==> src/rtl/btn_debounce_if.sv <==
// Button-side signal bundle for btn_debounce: raw pins in, debounced level and
// edge pulses out. The debouncer takes the slave view; whoever drives the pins takes the master view.
interface btn_debounce_if #(
  parameter int WIDTH = 4
);
  logic [WIDTH-1:0] btn_in;
  logic [WIDTH-1:0] btn_state;
  logic [WIDTH-1:0] btn_press;
  logic [WIDTH-1:0] btn_release;

  modport master (
    output btn_in,
    input  btn_state,
    input  btn_press,
    input  btn_release
  );

  modport slave (
    input  btn_in,
    output btn_state,
    output btn_press,
    output btn_release
  );
endinterface

==> src/rtl/btn_debounce.sv <==
// Per-channel button debouncer. It uses a two-flop synchronizer and a stability-window FSM.
// It produces a registered clean level and single-cycle press/release pulses.
module btn_debounce #(
  parameter int WIDTH     = 4,
  parameter int LOG2DELAY = 16
) (
  input logic           clk,
  input logic           rst,
  btn_debounce_if.slave btns
);

  typedef enum logic [1:0] {
    STABLE_LO = 2'd0,
    WAIT_HI   = 2'd1,
    STABLE_HI = 2'd2,
    WAIT_LO   = 2'd3
  } state_t;

  localparam logic [LOG2DELAY-1:0] CNT_LAST = '1;

  logic [WIDTH-1:0] sync0;
  logic [WIDTH-1:0] sync1;

  // NOTE: sequential state uses non-blocking assignments so that every flop
  // samples pre-edge values; with blocking, sync1 would copy the new sync0 in
  // the same edge and collapse the chain to one stage.
  always_ff @(posedge clk) begin
    if (rst) begin
      sync0 <= '0;
      sync1 <= '0;
    end else begin
      sync0 <= btns.btn_in;
      sync1 <= sync0;
    end
  end

  for (genvar ch = 0; ch < WIDTH; ch++) begin : g_ch
    state_t               state;
    state_t               state_nxt;
    logic [LOG2DELAY-1:0] cnt;
    logic [LOG2DELAY-1:0] cnt_nxt;
    logic                 level;
    logic                 level_nxt;
    logic                 press;
    logic                 press_nxt;
    logic                 release_q;
    logic                 release_nxt;

    always_ff @(posedge clk) begin
      if (rst) begin
        state     <= STABLE_LO;
        cnt       <= '0;
        level     <= 1'b0;
        press     <= 1'b0;
        release_q <= 1'b0;
      end else begin
        state     <= state_nxt;
        cnt       <= cnt_nxt;
        level     <= level_nxt;
        press     <= press_nxt;
        release_q <= release_nxt;
      end
    end

    // NOTE: every output of this block is given a default before the case, so
    // no path leaves a signal unassigned and no latch is inferred.
    always_comb begin
      state_nxt   = state;
      cnt_nxt     = cnt;
      level_nxt   = level;
      press_nxt   = 1'b0;
      release_nxt = 1'b0;
      unique case (state)
        STABLE_LO: begin
          if (sync1[ch]) begin
            state_nxt = WAIT_HI;
            cnt_nxt   = '0;
          end
        end
        WAIT_HI: begin
          // A drop back to 0 discards the partial count; glitches never add up.
          if (!sync1[ch]) begin
            state_nxt = STABLE_LO;
            cnt_nxt   = '0;
          end else if (cnt == CNT_LAST) begin
            state_nxt = STABLE_HI;
            cnt_nxt   = '0;
            level_nxt = 1'b1;
            press_nxt = 1'b1;
          end else begin
            cnt_nxt = cnt + 1'b1;
          end
        end
        STABLE_HI: begin
          if (!sync1[ch]) begin
            state_nxt = WAIT_LO;
            cnt_nxt   = '0;
          end
        end
        WAIT_LO: begin
          if (sync1[ch]) begin
            state_nxt = STABLE_HI;
            cnt_nxt   = '0;
          end else if (cnt == CNT_LAST) begin
            state_nxt   = STABLE_LO;
            cnt_nxt     = '0;
            level_nxt   = 1'b0;
            release_nxt = 1'b1;
          end else begin
            cnt_nxt = cnt + 1'b1;
          end
        end
        default: begin
          state_nxt = STABLE_LO;
          cnt_nxt   = '0;
        end
      endcase
    end

    assign btns.btn_state[ch]   = level;
    assign btns.btn_press[ch]   = press;
    assign btns.btn_release[ch] = release_q;
  end

endmodule
==> src/flat_wrapper.sv <==
// flat-port wrapper written by rule: the top's interface ports become plain ports
module btn_debounce_flat 
#(
  parameter int WIDTH     = 4,
  parameter int LOG2DELAY = 16
)
  (clk, rst, btns_btn_in, btns_btn_state, btns_btn_press, btns_btn_release);
  btn_debounce_if #(.WIDTH(WIDTH)) btns_i ();
  input logic clk;
  input logic rst;
  input wire logic [$bits(btns_i.btn_in)-1:0] btns_btn_in;
  output wire logic [$bits(btns_i.btn_state)-1:0] btns_btn_state;
  output wire logic [$bits(btns_i.btn_press)-1:0] btns_btn_press;
  output wire logic [$bits(btns_i.btn_release)-1:0] btns_btn_release;
  assign btns_i.btn_in = btns_btn_in;
  assign btns_btn_state = btns_i.btn_state;
  assign btns_btn_press = btns_i.btn_press;
  assign btns_btn_release = btns_i.btn_release;
  btn_debounce #(.WIDTH(WIDTH), .LOG2DELAY(LOG2DELAY)) u_core (.clk(clk), .rst(rst), .btns(btns_i));
endmodule
==> config.mk <==
export PLATFORM = sky130hd
export DESIGN_NAME = btn_debounce_flat
export DESIGN_NICKNAME = d
export VERILOG_FILES = /design/src/rtl/btn_debounce_if.sv /design/src/rtl/btn_debounce.sv /design/src/flat_wrapper.sv
export SDC_FILE = /design/constraint.sdc
export NUM_CORES = 1
export LEC_CHECK = 0
export CAP_MARGIN = 0
export CORE_MARGIN = 2
export CORE_UTILIZATION = 35
export CTS_CLUSTER_SIZE = 12
export DETAILED_ROUTE_END_ITERATION = 16
export HOLD_SLACK_MARGIN = 0.08
export SYNTH_ARGS = -nofsm -noshare
export SYNTH_HDL_FRONTEND = slang
export SYNTH_SLANG_ARGS = --single-unit
==> constraint.sdc <==
create_clock -name clk -period 1.8 [get_ports clk]
set_input_delay 0.18 -clock clk [delete_from_list [all_inputs] [get_ports clk]]
set_output_delay 0.18 -clock clk [all_outputs]
set_load 0.005 [all_outputs]
# Word level (Yosys, flattened, before mapping)

Index checks and enable logic that the tools add are counted.
W data, S select, Z words.

Logic and storage cells: 190
Input port bits: 6
Register bits after elaboration: 92
Output and inout port bits: 12

Add/subtract/negate cells: 4
Reduce and logical (&&, ||, !) cells: 28
Mux-type cells: 76
Eq/ne operators: 48
Bitwise gates (word level): 12

Operators by type and width:

| operator                | number |
|---|---|
| $mux W16                | 20 |
| $pmux W16 S4            | 4 |
| $add A16 B1 Y16 const B | 4 |
| $eq A16 B16 Y1 const B  | 4 |
| $mux W2                 | 24 |
| $ne A2 B1 Y1 const B    | 16 |
| $pmux W2 S4             | 4 |
| $reduce_or A3 Y1        | 8 |
| $mux W1                 | 20 |
| $reduce_and A5 Y1       | 4 |
| $eq A2 B2 Y1 const B    | 8 |
| $ne A2 B2 Y1 const B    | 8 |
| $reduce_and A4 Y1       | 4 |
| $ne A3 B1 Y1 const B    | 4 |
| $ne A3 B3 Y1 const B    | 4 |
| $not A1 Y1              | 12 |
| $eq A2 B1 Y1 const B    | 4 |
| $logic_not A2 Y1        | 4 |
| $pmux W1 S2             | 4 |
| $reduce_and A2 Y1       | 4 |
| $reduce_bool A2 Y1      | 4 |

# Longest topological paths before layout

Word-level depth: 4
Mapped depth: 7
Depth with buffers taken out: 6

# Worst setup path after synthesis

OpenSTA, ideal clock, no wires.

Path type: register to register
From: reg u_core.g_ch[0].cnt[0]
To: reg u_core.g_ch[0].cnt[4]
Setup time: 115 ps
Cell stages (with the launch flop): 7
Data required time: 1685 ps
Setup slack: 84 ps
Path buffers: 1
Arrival: 1600 ps
Cells stage by stage: dfxtp_1 -> ha_1 -> nand4_1 -> nor4_4 -> a21oi_2 -> buf_6 -> a31o_1

Longest elaborated chain between the ends: 4

RTL lines:

| element                                           | RTL line                                | RTL |
|---|---|---|
| start, declared                                   | btn_debounce.sv:40                      | `logic [LOG2DELAY-1:0] cnt;` |
| start signal, assigned                            | btn_debounce.sv:58                      | `cnt <= cnt_nxt;` |
| $add A16 B1 Y16 or $eq A16 B16 Y1 (tied branches) | -                                       |  |
| $mux W16 *                                        | btn_debounce.sv:85, btn_debounce.sv:104 |  |
| $mux W16 (on tied branches)                       | btn_debounce.sv:101, btn_debounce.sv:82 |  |
| $pmux W16 S4 *                                    | btn_debounce.sv:73                      | `unique case (state)` |

Mark *: on every way between the ends. The rest lies on a longest branch, timed or not.
A chain may end at the register's enable or synchronous reset.

# Final worst setup path

From: reg u_core.g_ch[0].cnt[0]
To: reg u_core.g_ch[0].level

Longest elaborated chain between the ends: 3

RTL lines:

| element                              | RTL line                                | RTL |
|---|---|---|
| $eq A16 B16 Y1 *                     | btn_debounce.sv:85, btn_debounce.sv:104 |  |
| $ne A2 B1 Y1 (no source line)        | -                                       |  |
| $reduce_and A5 Y1 (no source line) * | -                                       |  |
| end signal, assigned                 | btn_debounce.sv:59                      | `level <= level_nxt;` |
| end, declared                        | btn_debounce.sv:42                      | `logic level;` |

Marked as above.

==> results.yml <==
floorplanning:
  dieHeight_um: 116
  start_util: 0.361
  die_w_um: 116
  dieArea_um2: 13400
  coreArea_um2: 12100
  fp-row-count: 40
  io_pins: 18
synth:
  ys_top_cells_by_count: "dfxtp_1, nand2_1, o21ai_0"
  synth_seq_area_share: 0.423
  yosysTopAreaCell: "dfxtp_1"
  ys_ff_latch: 92
  ys.flop_type: "dfxtp_1"
  ys_types: 58
  async_reset_ff_frac: 0
  synth.most_common_cell: "dfxtp_1"
  synth_nets: 521
  synthCells: 511
  syn_avg_cell_area_um2: 8.53
  ys_warn_count: 0
  synth_top_area_share: 0.423
  synth_edf_count: 0
  yosys-top-cells-area: "dfxtp_1, o21ai_0, nand2_1, nand3_1, nor2_1"
  syn_area_um2: 4360
power:
  power_density_nw_per_um2: 748
  power_leakage_nw: 1.90
  ir_worst_vdd_uv: 410
  finalPower_mw: 3.94
critical_path:
  critPathSlowestCell: "dfxtp_2"
  worst-path-max-fanout: 5
  crit_start: "u_core.g_ch[0].cnt[0]"
  worstReg2RegEnd: "u_core.g_ch[0].level"
  critPathCaptureType: "flip-flop"
  r2r_start: "u_core.g_ch[0].cnt[0]"
  path_cells: "ha_4 > nand4_1 > nor4_4 > buf_4 > a41oi_2 > or2_0 > a21oi_1"
  r2r_setup_slack_ns: 0.03
  startpoint_type: "flip-flop"
  r2r_cells: 7
  crit_type: "reg -> reg"
  max_stage_delay_ns: 0.35
  cp.required_ns: 2.07
  arrival_ns: 2.04
worst_hold_path:
  holdPathStages: 2
  hp-class: "in -> reg"
  worstHoldStart: "rst"
grt:
  gr-total-overflow: 0
  grt_pass1_wl_mm: 15.9
  grt_use_total: 0.146
  antenna_found_initial: 0
  grt_max_degree: 18
  grt_pass1_vias: 3535
timing:
  holdWs_ns: 0.214
  setup_viol: 0
  worst_slack_ns: 0.0275
  fin_skew_ns: 0.00915
  min_period_ns: 1.77
  tightestPinTransition_ns: 0.661
  max_freq_mhz: 564
  rsz0062_at_grt: "yes"
  slew_violations: 0
  relSlewSlack: 0.557
  tns_ns: 0
  hold_viol_final: 0
  post-route-period-util: 0.985
clock_tree:
  cts_buffers: 9
  clockBufferDepth: 2
  clk_latency_ns: 0.34
  cts_root_buf: "clkbuf_16"
  cts.sinks: 92
  tritoncts: "built"
  htree_levels: 3
  clkSlewWorstSetupHoldPaths_ns: 0.06
route:
  vias: 3792
  viasPerCell: 5.27
  post_drt_wl_per_cell_um: 13.1
  drt_first_pass_iters: 4
  wirelength_mm: 9.44
  drtAntennaViolNets: 0
  drc: 0
  drt_iter0_drc: 251
finish:
  area_growth_syn_to_layout_pct: 20.8
  diodes: 0
  drive_above_1_share: 0.174
  final_util: 0.436
  fin_nets: 558
  fillers: 1155
placement:
  hpwlAfterDp_mm: 6.40
  post-place-ws_ns: -0.0605
  portBuffers: 17
  gp_congestion: 0.844
status:
  status: "completed"
job:
  cap_violations: 0
-- logic make-up after synthesis --
family / Yosys count / synth area share
AO/OA/AOI/OAI: 126 / 0.177
XOR/XNOR: 14 / 0.0333
adder cells (fa/ha/maj): 4 / 0.0115
buffers and inverters: 39 / 0.0468
flip-flops: 92 / 0.423
multiplexers: 7 / 0.0164
AND/OR/NAND/NOR: 229 / 0.293
-- area by class of cell --
type                    instances  area, µm²  area share
clock inverters                 4       27.5     0.00523
clock buffers                  11        233      0.0442
multi-input cells             380       2450       0.466
repair buffers                 53        448      0.0851
well taps                     168        210      0.0399
flip-flops and latches         92       1850       0.351
inverters                      12       45.0     0.00856
-- stage by stage --
stage | area [µm²] | std cells
global route | 5260 | 720
CTS | 5080 | 713
global placement | 4800 | 698
detailed placement | 4800 | 698
floorplan | 4360 | 511
finish | 5260 | 720
-- power breakdown --
part / internal, mW / leakage [nW] / total (mW) / switching, mW
registers: 2.06 / 0.746 / 2.08 / 0.0201
clock network: 0.930 / 0.129 / 1.71 / 0.779
logic: 0.0746 / 1.02 / 0.154 / 0.0798
-- state kept, by name, summed over array words and instances, names as in the netlist, named ones only --
name,cells
u_core.g_ch.press,4
u_core.g_ch.release_q,4
u_core.g_ch.level,4
u_core.sync0,4
u_core.sync1,4
u_core.g_ch.state,4
u_core.g_ch.cnt,64
-- what timing repair did --
action	CTS	global route
setup buffers	0	7
gates resized for setup	4	32
gates cloned	0	0
endpoints found under the setup margin	8	38
hold buffers	0	0
endpoints found under the hold margin	0	0
pin swaps	0	5
-- worst max-delay path, delay by kind of cell (launching register included) --
family	cells	cell delay [ns]
AND/OR/NAND/NOR	3	0.76
flip-flops	1	0.35
AO/OA/AOI/OAI	2	0.25
buffers and inverters	1	0.20
adder cells (fa/ha/maj)	1	0.14
-- cells in the final DEF, fill, tap and decap left out, types with 5 or more instances in the layout --
master,n
dfxtp_2,6
o21ai_0,41
a31oi_1,15
nand4_1,18
o31ai_1,10
clkbuf_16,9
nand3_1,29
or3_1,8
nand3b_1,7
buf_4,35
and4_1,9
inv_1,12
o21ai_1,8
and3b_1,5
a21oi_1,21
xor2_1,8
and3_1,9
nor2_1,35
dfxtp_1,86
nor3_1,8
nand2_1,49
mux2i_1,6
clkdlybuf4s50_1,16
nor2b_1,11
-- worst max-delay path by stage --
stage	endpoint
2_1_floorplan	u_core.g_ch[0].cnt[4]
3_3_place_gp	u_core.g_ch[1].cnt[15]
3_5_place_dp	u_core.g_ch[1].cnt[14]
4_1_cts	u_core.g_ch[2].cnt[4]
5_1_grt	u_core.g_ch[0].level
6_report	u_core.g_ch[0].level
-- layer usage --
layer	track usage	vias up	share of wire
met5	0	-	0
met4	0.0659	0	0.017
li1	-	1942	-
met1	0.194	1790	0.50
met2	0.235	49	0.46
met3	0.0199	11	0.024
(Power assumes the default switching activity.)
